==> src/rtl/seven_seg_scan_decoder.sv <==
// Receive-side decoder for an 8-digit multiplexed, active-low seven-segment bus.
// Optional SEG_DEC_ERRCNT_EN adds err_cnt_o, a saturating count of bad-glyph and multi-anode accepts.
module seven_seg_scan_decoder #(
    parameter int SYNC_STAGES   = 2,
    parameter int STABLE_CYCLES = 4,
    parameter int FIFO_DEPTH    = 4
) (
    input  logic        clk,
    input  logic        rst_n,
    input  logic [7:0]  an_in,
    input  logic [6:0]  seg_in,
    output logic [31:0] digits_o,
    output logic [7:0]  digit_seen_o,
    output logic        evt_valid_o,
    input  logic        evt_ready_i,
    output logic [2:0]  evt_digit_o,
    output logic [3:0]  evt_value_o,
    output logic        evt_bad_o,
    output logic        multi_err_o,
    output logic        ovf_o
`ifdef SEG_DEC_ERRCNT_EN
    ,
    output logic [7:0]  err_cnt_o
`endif
);

    localparam int CNT_W = $clog2(STABLE_CYCLES + 1);
    localparam int PTR_W = $clog2(FIFO_DEPTH);

    logic [14:0]      sync_q [SYNC_STAGES];
    logic [14:0]      sample;
    logic [14:0]      prev_q;
    logic [CNT_W-1:0] cnt_q;
    logic             accept_q;
    logic [14:0]      acc_q;

    // The idle bus level is all-high, so the chain clears to ones rather than zeros.
    always_ff @(posedge clk) begin
        if (!rst_n) begin
            for (int i = 0; i < SYNC_STAGES; i++) sync_q[i] <= '1;
        end else begin
            sync_q[0] <= {an_in, seg_in};
            for (int i = 1; i < SYNC_STAGES; i++) sync_q[i] <= sync_q[i-1];
        end
    end

    assign sample = sync_q[SYNC_STAGES-1];

    always_ff @(posedge clk) begin
        if (!rst_n) begin
            prev_q   <= '1;
            cnt_q    <= '0;
            accept_q <= 1'b0;
            acc_q    <= '1;
        end else begin
            prev_q   <= sample;
            acc_q    <= sample;
            accept_q <= 1'b0;
            if (sample != prev_q) begin
                cnt_q    <= CNT_W'(1);
                accept_q <= (STABLE_CYCLES == 1);
            end else if (cnt_q != CNT_W'(STABLE_CYCLES)) begin
                cnt_q    <= cnt_q + CNT_W'(1);
                accept_q <= (cnt_q == CNT_W'(STABLE_CYCLES - 1));
            end
        end
    end

    logic [7:0] an_low;
    logic [6:0] seg_pat;
    logic [3:0] dec_code;
    logic       dec_bad;
    logic [2:0] digit_idx;
    logic       multi_low;
    logic       one_low;

    assign an_low    = ~acc_q[14:7];
    assign seg_pat   = acc_q[6:0];
    assign multi_low = (an_low & (an_low - 8'd1)) != 8'd0;
    assign one_low   = (an_low != 8'd0) && !multi_low;

    always_comb begin
        dec_code = 4'hF;
        dec_bad  = 1'b0;
        case (seg_pat)
            7'b0000001: dec_code = 4'h0;
            7'b1001111: dec_code = 4'h1;
            7'b0010010: dec_code = 4'h2;
            7'b0000110: dec_code = 4'h3;
            7'b1001100: dec_code = 4'h4;
            7'b0100100: dec_code = 4'h5;
            7'b1100000: dec_code = 4'h6;
            7'b0001111: dec_code = 4'h7;
            7'b0000000: dec_code = 4'h8;
            7'b0001100: dec_code = 4'h9;
            7'b1110010: dec_code = 4'hA;
            7'b1100110: dec_code = 4'hB;
            7'b1011100: dec_code = 4'hC;
            7'b0110100: dec_code = 4'hD;
            7'b1110000: dec_code = 4'hE;
            7'b1111111: dec_code = 4'hF;
            default:    dec_bad  = 1'b1;
        endcase
    end

    // Anode bit i belongs to digit 7-i.
    always_comb begin
        digit_idx = 3'd0;
        for (int i = 0; i < 8; i++) begin
            if (an_low[i]) digit_idx = 3'(7 - i);
        end
    end

    logic       digit_hit;
    logic       multi_hit;
    logic [3:0] cur_code;
    logic       push;

    assign digit_hit = accept_q && one_low;
    assign multi_hit = accept_q && multi_low;
    assign cur_code  = digits_o[{digit_idx, 2'b00} +: 4];
    assign push      = digit_hit && (!digit_seen_o[digit_idx] || dec_code != cur_code || dec_bad);

    always_ff @(posedge clk) begin
        if (!rst_n) begin
            digits_o     <= '0;
            digit_seen_o <= '0;
            multi_err_o  <= 1'b0;
        end else begin
            if (digit_hit) begin
                digits_o[{digit_idx, 2'b00} +: 4] <= dec_code;
                digit_seen_o[digit_idx]           <= 1'b1;
            end
            if (multi_hit) multi_err_o <= 1'b1;
        end
    end

    logic [7:0]     fifo_mem [FIFO_DEPTH];
    logic [PTR_W-1:0] wr_ptr;
    logic [PTR_W-1:0] rd_ptr;
    logic [PTR_W:0]   count;
    logic           full;
    logic           pop;
    logic           push_ok;
    logic [7:0]     head;

    assign full    = count == (PTR_W+1)'(FIFO_DEPTH);
    assign pop     = evt_valid_o && evt_ready_i;
    assign push_ok = push && (!full || pop);

    always_ff @(posedge clk) begin
        if (push_ok) fifo_mem[wr_ptr] <= {digit_idx, dec_code, dec_bad};
    end

    // Power-of-two depth lets the pointers wrap naturally.
    always_ff @(posedge clk) begin
        if (!rst_n) begin
            wr_ptr <= '0;
            rd_ptr <= '0;
            count  <= '0;
            ovf_o  <= 1'b0;
        end else begin
            if (push_ok) wr_ptr <= wr_ptr + PTR_W'(1);
            if (pop)     rd_ptr <= rd_ptr + PTR_W'(1);
            count <= count + (PTR_W+1)'(push_ok) - (PTR_W+1)'(pop);
            if (push && !push_ok) ovf_o <= 1'b1;
        end
    end

    assign head        = fifo_mem[rd_ptr];
    assign evt_valid_o = count != '0;
    assign evt_digit_o = evt_valid_o ? head[7:5] : 3'd0;
    assign evt_value_o = evt_valid_o ? head[4:1] : 4'd0;
    assign evt_bad_o   = evt_valid_o ? head[0]   : 1'b0;

`ifdef SEG_DEC_ERRCNT_EN
    always_ff @(posedge clk) begin
        if (!rst_n) begin
            err_cnt_o <= '0;
        end else if (((digit_hit && dec_bad) || multi_hit) && err_cnt_o != 8'hFF) begin
            err_cnt_o <= err_cnt_o + 8'd1;
        end
    end
`endif

endmodule
==> config.mk <==
export PLATFORM = sky130hd
export DESIGN_NAME = seven_seg_scan_decoder
export DESIGN_NICKNAME = d
export VERILOG_FILES = /design/src/rtl/seven_seg_scan_decoder.sv
export SDC_FILE = /design/constraint.sdc
export NUM_CORES = 1
export LEC_CHECK = 0
export CORE_AREA = 4 4 109 111
export DETAILED_ROUTE_END_ITERATION = 12
export DIE_AREA = 0 0 113 115
export HOLD_SLACK_MARGIN = 0.15
export PLACE_DENSITY = 0.84
export SYNTH_ARGS = -nofsm -noshare
export SYNTH_HDL_FRONTEND = slang
export SYNTH_SLANG_ARGS = --single-unit
==> constraint.sdc <==
create_clock -name clk -period 4.8 [get_ports clk]
set_clock_uncertainty 0.05 [all_clocks]
set_input_delay 0.96 -clock clk [delete_from_list [all_inputs] [get_ports clk]]
set_output_delay 0.96 -clock clk [all_outputs]
set_load 0.05 [all_outputs]
==> run_results.csv, run 1 <==
group,metric,value,unit
synth,flops_latches_synth,132,
routing,postRouteWirelength,13600,µm
floorplan,boundaryPins,69,
synth,synthesis.instances,568,
cts,cts_repair_resize_count,0,
routing,vias_per_cell,5.55,
sta,worst-slew-pin-transition,0.996,ns
cells_and_area,most_common_cell_after_layout_fill_and_taps_aside,"sky130_fd_sc_hd__dfxtp_1",
grt,grt_first_pass_wirelength,22300,µm
power_and_ir_drop,cell_internal_pwr,2.24,mW
setup_path,timing.critical_path.arrival,4.68,ns
setup_path,required_time_of_the_critical_path,5.17,ns
floorplan,dieHeight,115,µm
cts,cts_buffers,17,
sta,setup_viol,0,
sta,max_freq,232,MHz
synth,synth_enable_flop_cells,32,
sta,layout_worst_path_cycle_share,89.7,%
cells_and_area,relative_area_change_from_synthesis_to_final_layout,21.6,%
power_and_ir_drop,power,3.11,mW
grt,first_global_vias,4331,
floorplan,rows,38,
setup_path,endpoint_kind,"flip-flop",
grt,globalRouteTotalUtil,22.3,%
hold_path,hold_class,"reg2reg",
power_and_ir_drop,net-switching-power,871,µW
synth,synth.distinct_cells,66,
grt,grt_max_degree,62,
grt,grt_antenna_before_repair,0,
cells_and_area,post-route-util,67.8,%
place,gpl_wtd_cong,0.922,
status,run_status,"finished clean",
routing,met3_wire_len,719,µm
cts,postCtsSetupRepairBufs,0,
flow_run,max_cap_viol_count,0,
cells_and_area,final_nets,652,
synth,yosys_warnings,0,
power_and_ir_drop,vdd_ir_drop_max,0.408,mV
power_and_ir_drop,p_clk_share,41.4,%
cells_and_area,insertedDiodeCount,0,
sta,max-slew-margin-rel,33.6,%
setup_path,worstSetupStartpointType,"flip-flop",
power_and_ir_drop,power.leakage,2.76,nW
cts,clock_sink_count,132,
power_and_ir_drop,switching_share,28.0,%
routing,drt-wirelength-per-cell,17.5,µm
synth,synth-async-reset-ratio,0,%
cts,cts_tree,"built",
routing,top_signal_layer_used,"met4",
synth,synth_nets,598,
floorplan,die_width,113,µm
floorplan,floorplan.initialDensity,55.8,%
power_and_ir_drop,p_comb_share,19.0,%
sta,post-route-min-period,4.31,ns
floorplan,coreArea,10800,µm²
routing,wl_met1,5720,µm
sta,final_max_slew_violation_count,0,
routing,antenna_violating_nets_post_route,0,
cells_and_area,most_frequent_cells_in_the_layout,"sky130_fd_sc_hd__dfxtp_1, sky130_fd_sc_hd__clkdlybuf4s50_1, sky130_fd_sc_hd__nand2b_1, sky130_fd_sc_hd__nor2b_1, sky130_fd_sc_hd__mux2i_1",
routing,vias,4299,
synth,synthesis.area_per_instance,10.6,µm²
sta,final.setup.tns,0,ns
place,buffer_ports.inserted,68,
synth,post_synthesis_sequential_area_ratio,49.2,%
synth,syn_area,6020,µm²
synth,postSynth.topFlopCell,"sky130_fd_sc_hd__dfxtp_1",
floorplan,die_area,13000,µm²
cells_and_area,layout-drive-gt1-share,9.76,%
cts,clkSlewWorstSetupHoldPaths,0.06,ns
power_and_ir_drop,powerDensity,425,nW/µm²
setup_path,worstSetupPathType,"reg2reg",
routing,drt_iter0_markers,298,
cts,ctsLongestPathBuffers,2,
cts,post_cts_hold_buffer_count,0,
routing,route.detailed.drc,0,
routing,dr.pass1.iters,4,
setup_path,worst-r2r-setup-slack,0.49,ns
sta,final-hold-violation-count,0,
sta,setup_repair_after_global_routing_missed_its_margin,"no",
setup_path,critical_path.max_fanout,13,
cts,cts-htree-levels,4,
cts,clk_root_buffer_cell,"sky130_fd_sc_hd__clkbuf_8",
grt,grt_remaining_overflow,0,
power_and_ir_drop,sequentialPowerShare,39.5,%
cts,clock_latency_reported_for_the_late_side_of_the_worst_skew_pair,0.53,ns
routing,wl_met2,6830,µm
place,place.detailed.hpwl,9770,µm
layer usage:
layer | vias to the layer above | track usage, %
met5 | - | 0
met4 | 0 | 9.54
met3 | 26 | 5.95
met2 | 116 | 38.6
met1 | 2062 | 26.1
li1 | 2095 | -
power groups by stage:
| stage | Combinational, mW | Clock, mW | Sequential [mW] |
|---|---|---|---|
| 6_report | 0.591 | 1.29 | 1.23 |
| 5_1_grt | 0.631 | 1.36 | 1.24 |
| 4_1_cts | 0.597 | 1.30 | 1.23 |
| 3_5_place_dp | 0.594 | 0 | 1.25 |
| 3_3_place_gp | 0.581 | 0 | 1.25 |
| 2_1_floorplan | 0.466 | 0 | 1.22 |
cell usage after synthesis (2+ instances only):
| master | n | area (µm²) |
|---|---|---|
| sky130_fd_sc_hd__or4_1 | 2 | 15.0 |
| sky130_fd_sc_hd__a21boi_0 | 2 | 15.0 |
| sky130_fd_sc_hd__buf_6 | 2 | 22.5 |
| sky130_fd_sc_hd__clkbuf_1 | 17 | 63.8 |
| sky130_fd_sc_hd__and3b_1 | 4 | 35.0 |
| sky130_fd_sc_hd__o21a_1 | 4 | 30.0 |
| sky130_fd_sc_hd__nand2b_1 | 52 | 325 |
| sky130_fd_sc_hd__inv_1 | 13 | 48.8 |
| sky130_fd_sc_hd__nand4_1 | 6 | 37.5 |
| sky130_fd_sc_hd__nand2_1 | 27 | 101 |
| sky130_fd_sc_hd__and4_1 | 2 | 17.5 |
| sky130_fd_sc_hd__o21ai_0 | 7 | 35.0 |
| sky130_fd_sc_hd__nand3_1 | 13 | 65.1 |
| sky130_fd_sc_hd__dfxtp_1 | 100 | 2000 |
| sky130_fd_sc_hd__nor4b_1 | 2 | 17.5 |
| sky130_fd_sc_hd__nor2_1 | 19 | 71.3 |
| sky130_fd_sc_hd__xnor2_1 | 21 | 184 |
| sky130_fd_sc_hd__nor3b_1 | 2 | 15.0 |
| sky130_fd_sc_hd__nor3_1 | 9 | 45.0 |
| sky130_fd_sc_hd__nor2b_1 | 44 | 275 |
| sky130_fd_sc_hd__o211ai_1 | 4 | 30.0 |
| sky130_fd_sc_hd__a31oi_1 | 9 | 56.3 |
| sky130_fd_sc_hd__ha_1 | 11 | 138 |
| sky130_fd_sc_hd__a211oi_1 | 6 | 45.0 |
| sky130_fd_sc_hd__and3_1 | 6 | 37.5 |
| sky130_fd_sc_hd__buf_4 | 3 | 22.5 |
| sky130_fd_sc_hd__mux2i_1 | 36 | 360 |
| sky130_fd_sc_hd__nor3_2 | 2 | 20.0 |
| sky130_fd_sc_hd__o2111a_1 | 2 | 22.5 |
| sky130_fd_sc_hd__mux4_2 | 8 | 180 |
| sky130_fd_sc_hd__buf_2 | 13 | 65.1 |
| sky130_fd_sc_hd__or3_1 | 3 | 18.8 |
| sky130_fd_sc_hd__xor2_1 | 2 | 17.5 |
| sky130_fd_sc_hd__o22ai_1 | 6 | 37.5 |
| sky130_fd_sc_hd__nor4_1 | 3 | 18.8 |
| sky130_fd_sc_hd__edfxtp_1 | 32 | 961 |
| sky130_fd_sc_hd__inv_2 | 3 | 11.3 |
| sky130_fd_sc_hd__and2_1 | 19 | 119 |
| sky130_fd_sc_hd__nand3b_1 | 2 | 15.0 |
| sky130_fd_sc_hd__a21oi_1 | 24 | 120 |
registers in the layout, summed over array words and instances, names as in the netlist, named ones only:
| register | flops |
|---|---|
| cnt_q | 3 |
| digits_o | 32 |
| acc_q | 15 |
| multi_err_o | 1 |
| wr_ptr | 2 |
| digit_seen_o | 8 |
| count | 3 |
| fifo_mem | 32 |
| accept_q | 1 |
| sync_q | 30 |
| rd_ptr | 2 |
| ovf_o | 1 |
final timing paths:
path,start,cells past startpoint,to
worst max-delay path,acc_q[2]$_SDFF_PN1_,16,count[2]$_SDFF_PN0_
worst min-delay path,sync_q[0][5]$_SDFF_PN1_,1,sync_q[0][20]$_SDFF_PN1_
worst min register to register,sync_q[0][5]$_SDFF_PN1_,1,sync_q[0][20]$_SDFF_PN1_
worst max register to register,acc_q[2]$_SDFF_PN1_,16,count[2]$_SDFF_PN0_
worst max-delay path: stages, from the launching register on:
cell                       delay [ns]
sky130_fd_sc_hd__dfxtp_1         0.60
sky130_fd_sc_hd__nor2_1          0.18
sky130_fd_sc_hd__a31oi_1         0.27
sky130_fd_sc_hd__a221oi_2        0.13
sky130_fd_sc_hd__nor4_2          0.62
sky130_fd_sc_hd__or3_1           0.57
sky130_fd_sc_hd__xnor2_2         0.18
sky130_fd_sc_hd__a21oi_4         0.25
sky130_fd_sc_hd__inv_2           0.05
sky130_fd_sc_hd__ha_1            0.26
sky130_fd_sc_hd__inv_1           0.05
sky130_fd_sc_hd__ha_1            0.13
sky130_fd_sc_hd__inv_1           0.04
sky130_fd_sc_hd__fa_1            0.37
sky130_fd_sc_hd__xnor2_1         0.15
sky130_fd_sc_hd__xnor2_1         0.13
sky130_fd_sc_hd__and2_1          0.16
logic make-up (layout without fill, tap and decap cells):
family	after synthesis	in the layout	synth area share [%]
fa+ha+maj	12	12	2.62
simple gates	225	225	22.2
flops	132	132	49.2
compound gates	79	79	9.48
buf+inv	52	119	3.95
xor+xnor	24	24	3.62
mux	44	44	8.98
through the flow:
stage               std cells  instance area, µm²  hold WS (ns)  worst slack, ns
global route              775                7320         0.365            0.185
global placement          743                6720         0.343            0.732
floorplan                 568                6020         0.336             1.31
CTS                       775                7320         0.356            0.495
finish                    775                7320         0.357            0.494
detailed placement        743                6720         0.344            0.507
cell type report:
class	count	area (µm²)
Clock buffer	22	484
Sequential cell	132	2960
Fill cell	840	3470
Clock inverter	10	118
Timing Repair Buffer	71	698
Tap cell	140	175
Multi-Input combinational cell	384	2820
Inverter	16	60.1
No activity file was read; power rests on OpenSTA's default activity.
==> run 2: changes to the inputs <==
Settings changed: GPL_TIMING_DRIVEN set to 0.
==> run 2 against run 1 <==
Net effect: critical path depth is 1 higher; non-clock buffer count up 32; cell area is 1.4% higher; worst hold slack got worse by 0.0045 ns; sequential cell count did not move; fmax rose by 1.1%; global-route usage rose by 0.42 points; combinational power up 7.8%; setup slack gained 0.048 ns.
==> run_results.csv, run 2 (synthesis results as in run 1) <==
group,metric,value,unit
grt,grt_remaining_overflow,0,
grt,grt_first_pass_wirelength,23100,µm
cells_and_area,most_frequent_cells_in_the_layout,"sky130_fd_sc_hd__dfxtp_1, sky130_fd_sc_hd__clkdlybuf4s50_1, sky130_fd_sc_hd__nand2b_1, sky130_fd_sc_hd__nor2b_1, sky130_fd_sc_hd__mux2i_1",
grt,grt_antenna_before_repair,0,
setup_path,worstSetupPathType,"reg2reg",
place,buffer_ports.inserted,67,
cts,clk_root_buffer_cell,"sky130_fd_sc_hd__clkbuf_8",
cells_and_area,layout.cells.non_filler,806,
status,run_status,"finished clean",
cts,cts_buffers,17,
power_and_ir_drop,vdd_ir_drop_max,0.259,mV
place,gpl_wtd_cong,0.933,
routing,vias,4578,
cts,cts_repair_resize_count,0,
floorplan,floorplan.initialDensity,55.8,%
hold_path,timing.hold.worst_path_depth,1,
cells_and_area,post-route-util,68.8,%
cells_and_area,layout-drive-gt1-share,11.3,%
place,placed_cells_incl_taps,775,
floorplan,boundaryPins,69,
cells_and_area,largest_registers,"digits_o: 32 flops, fifo_mem: 32 flops, sync_q: 30 flops",
floorplan,rows,38,
hold_path,holdPathEnd,"sync_q[0][19]$_SDFF_PN1_",
sta,setup_repair_after_global_routing_missed_its_margin,"no",
cts,clock_sink_count,132,
flow_run,max_cap_viol_count,0,
setup_path,endpoint_kind,"flip-flop",
sta,layout_worst_path_cycle_share,88.7,%
routing,postRouteWirelength,14100,µm
routing,vias_per_cell,5.68,
setup_path,worstSetupStartpointType,"flip-flop",
sta,max_freq,235,MHz
cells_and_area,most_common_cell_after_layout_fill_and_taps_aside,"sky130_fd_sc_hd__dfxtp_1",
place,worst_slack_placed,0.614,ns
place,place.detailed.hpwl,10400,µm
setup_path,worst_r2r_endpoint,"count[2]$_SDFF_PN0_",
floorplan,die_width,113,µm
power_and_ir_drop,power,3.03,mW
sta,post-route-min-period,4.26,ns
power_and_ir_drop,powerDensity,408,nW/µm²
cts,clock_latency_reported_for_the_late_side_of_the_worst_skew_pair,0.52,ns
floorplan,dieHeight,115,µm
floorplan,coreArea,10800,µm²
cts,postCtsSetupRepairBufs,0,
cts,ctsLongestPathBuffers,2,
cts,post_cts_hold_buffer_count,0,
setup_path,critPathTopFamily,"simple AND/OR/NAND/NOR gates",
setup_path,critical_path.cell_chain,"buf_4, nor4_1, a31oi_1, o32ai_2, nor2_1, xor2_1, a2111oi_4, a21oi_4, inv_2, ha_1, inv_1, ha_1, inv_1, fa_1, xnor2_1, xnor2_1, and2_1",
setup_path,cpMaxStageDelayCell,"sky130_fd_sc_hd__nor2_1",
setup_path,worst-r2r-setup-slack,0.54,ns
setup_path,regToRegStartpoint,"acc_q[6]$_SDFF_PN1_",
routing,drt_iter0_markers,387,
sta,setup_slack,0.542,ns
floorplan,die_area,13000,µm²
sta,setup_viol,0,
setup_path,worst-r2r-cell-count,17,
sta,final-hold-violation-count,0,
routing,route.detailed.drc,0,
setup_path,critical_path.max_fanout,13,
setup_path,timing.critical_path.arrival,4.62,ns
power_and_ir_drop,power.leakage,2.80,nW
cells_and_area,insertedDiodeCount,0,
grt,globalRouteTotalUtil,22.7,%
cts,cts-htree-levels,4,
grt,first_global_vias,4718,
sta,max-slew-margin-rel,22.8,%
setup_path,slowest_cell_delay_on_critical_path,0.88,ns
routing,drt-wirelength-per-cell,17.5,µm
sta,final_max_slew_violation_count,0,
hold_path,hold_class,"reg2reg",
cells_and_area,final_nets,684,
cts,cts_tree,"built",
routing,dr.pass1.iters,5,
cts,clkSlewWorstSetupHoldPaths,0.06,ns
cells_and_area,relative_area_change_from_synthesis_to_final_layout,23.3,%
hold_path,worstHoldStart,"sync_q[0][4]$_SDFF_PN1_",
sta,final.setup.tns,0,ns
routing,antenna_violating_nets_post_route,0,
sta,worst-slew-pin-transition,1.15,ns
setup_path,critPathBufInv,4,
grt,grt_max_degree,17,
setup_path,required_time_of_the_critical_path,5.16,ns
[run 2: worst register-to-register path: stages, from the launching register on]
cell and delay, ns:
sky130_fd_sc_hd__dfxtp_1 0.42, sky130_fd_sc_hd__buf_4 0.21, sky130_fd_sc_hd__nor4_1 0.06, sky130_fd_sc_hd__a31oi_1 0.19, sky130_fd_sc_hd__o32ai_2 0.13, sky130_fd_sc_hd__nor2_1 0.88, sky130_fd_sc_hd__xor2_1 0.27, sky130_fd_sc_hd__a2111oi_4 0.44
sky130_fd_sc_hd__a21oi_4 0.16, sky130_fd_sc_hd__inv_2 0.07, sky130_fd_sc_hd__ha_1 0.22, sky130_fd_sc_hd__inv_1 0.06, sky130_fd_sc_hd__ha_1 0.13, sky130_fd_sc_hd__inv_1 0.05, sky130_fd_sc_hd__fa_1 0.37, sky130_fd_sc_hd__xnor2_1 0.15
sky130_fd_sc_hd__xnor2_1 0.13, sky130_fd_sc_hd__and2_1 0.16
[run 2: area by class of cell]
cell class / instances / area, µm²
inverter: 16 / 60.1
clock buffer: 20 / 468
clock inverter: 11 / 88.8
multi-input combinational: 384 / 2820
sequential: 132 / 2960
buffer: 36 / 178
fill: 806 / 3370
tap: 140 / 175
timing repair buffer: 67 / 671
[run 2: how the worst max path moves through the flow]
stage          cells after the start                start                  end  slack [ns]
3_3_place_gp                      17  acc_q[6]$_SDFF_PN1_  count[2]$_SDFF_PN0_        0.74
3_5_place_dp                      17  acc_q[6]$_SDFF_PN1_  count[2]$_SDFF_PN0_        0.61
5_1_grt                           17  acc_q[6]$_SDFF_PN1_  count[2]$_SDFF_PN0_        0.25
6_report                          17  acc_q[6]$_SDFF_PN1_  count[2]$_SDFF_PN0_        0.54
2_1_floorplan                     18  acc_q[5]$_SDFF_PN1_  count[2]$_SDFF_PN0_        1.31
4_1_cts                           17  acc_q[6]$_SDFF_PN1_  count[2]$_SDFF_PN0_        0.60
[run 2: per-layer routing]
metal	vias up	track usage (%)	routed length, µm
met1	2162	27.0	5770
met2	207	39.3	6900
met3	42	5.21	962
li1	2167	-	-
met4	0	10.3	495
met5	-	0	0
[run 2: per-stage QoR]
stage          cell area [µm²]  hold slack [ns]
6_report                  7420            0.352
5_1_grt                   7420            0.372
4_1_cts                   7420            0.358
3_5_place_dp              6870            0.345
3_3_place_gp              6870            0.341
2_1_floorplan             6020            0.336
[run 2: power breakdown]
| part | switching (mW) | leakage (nW) | internal [mW] |
|---|---|---|---|
| Combinational | 0.378 | 1.45 | 0.259 |
| Sequential | 0.0228 | 1.08 | 1.18 |
| Clock | 0.491 | 0.276 | 0.704 |
| Total | 0.892 | 2.80 | 2.14 |
==> run 3: changes to the inputs <==
Settings changed: CTS_CLUSTER_DIAMETER set to 50, SKIP_CTS_REPAIR_TIMING set to 1.
==> results of run 3 <==
The final DEF is identical to that of run 2; final timing and power are the same.
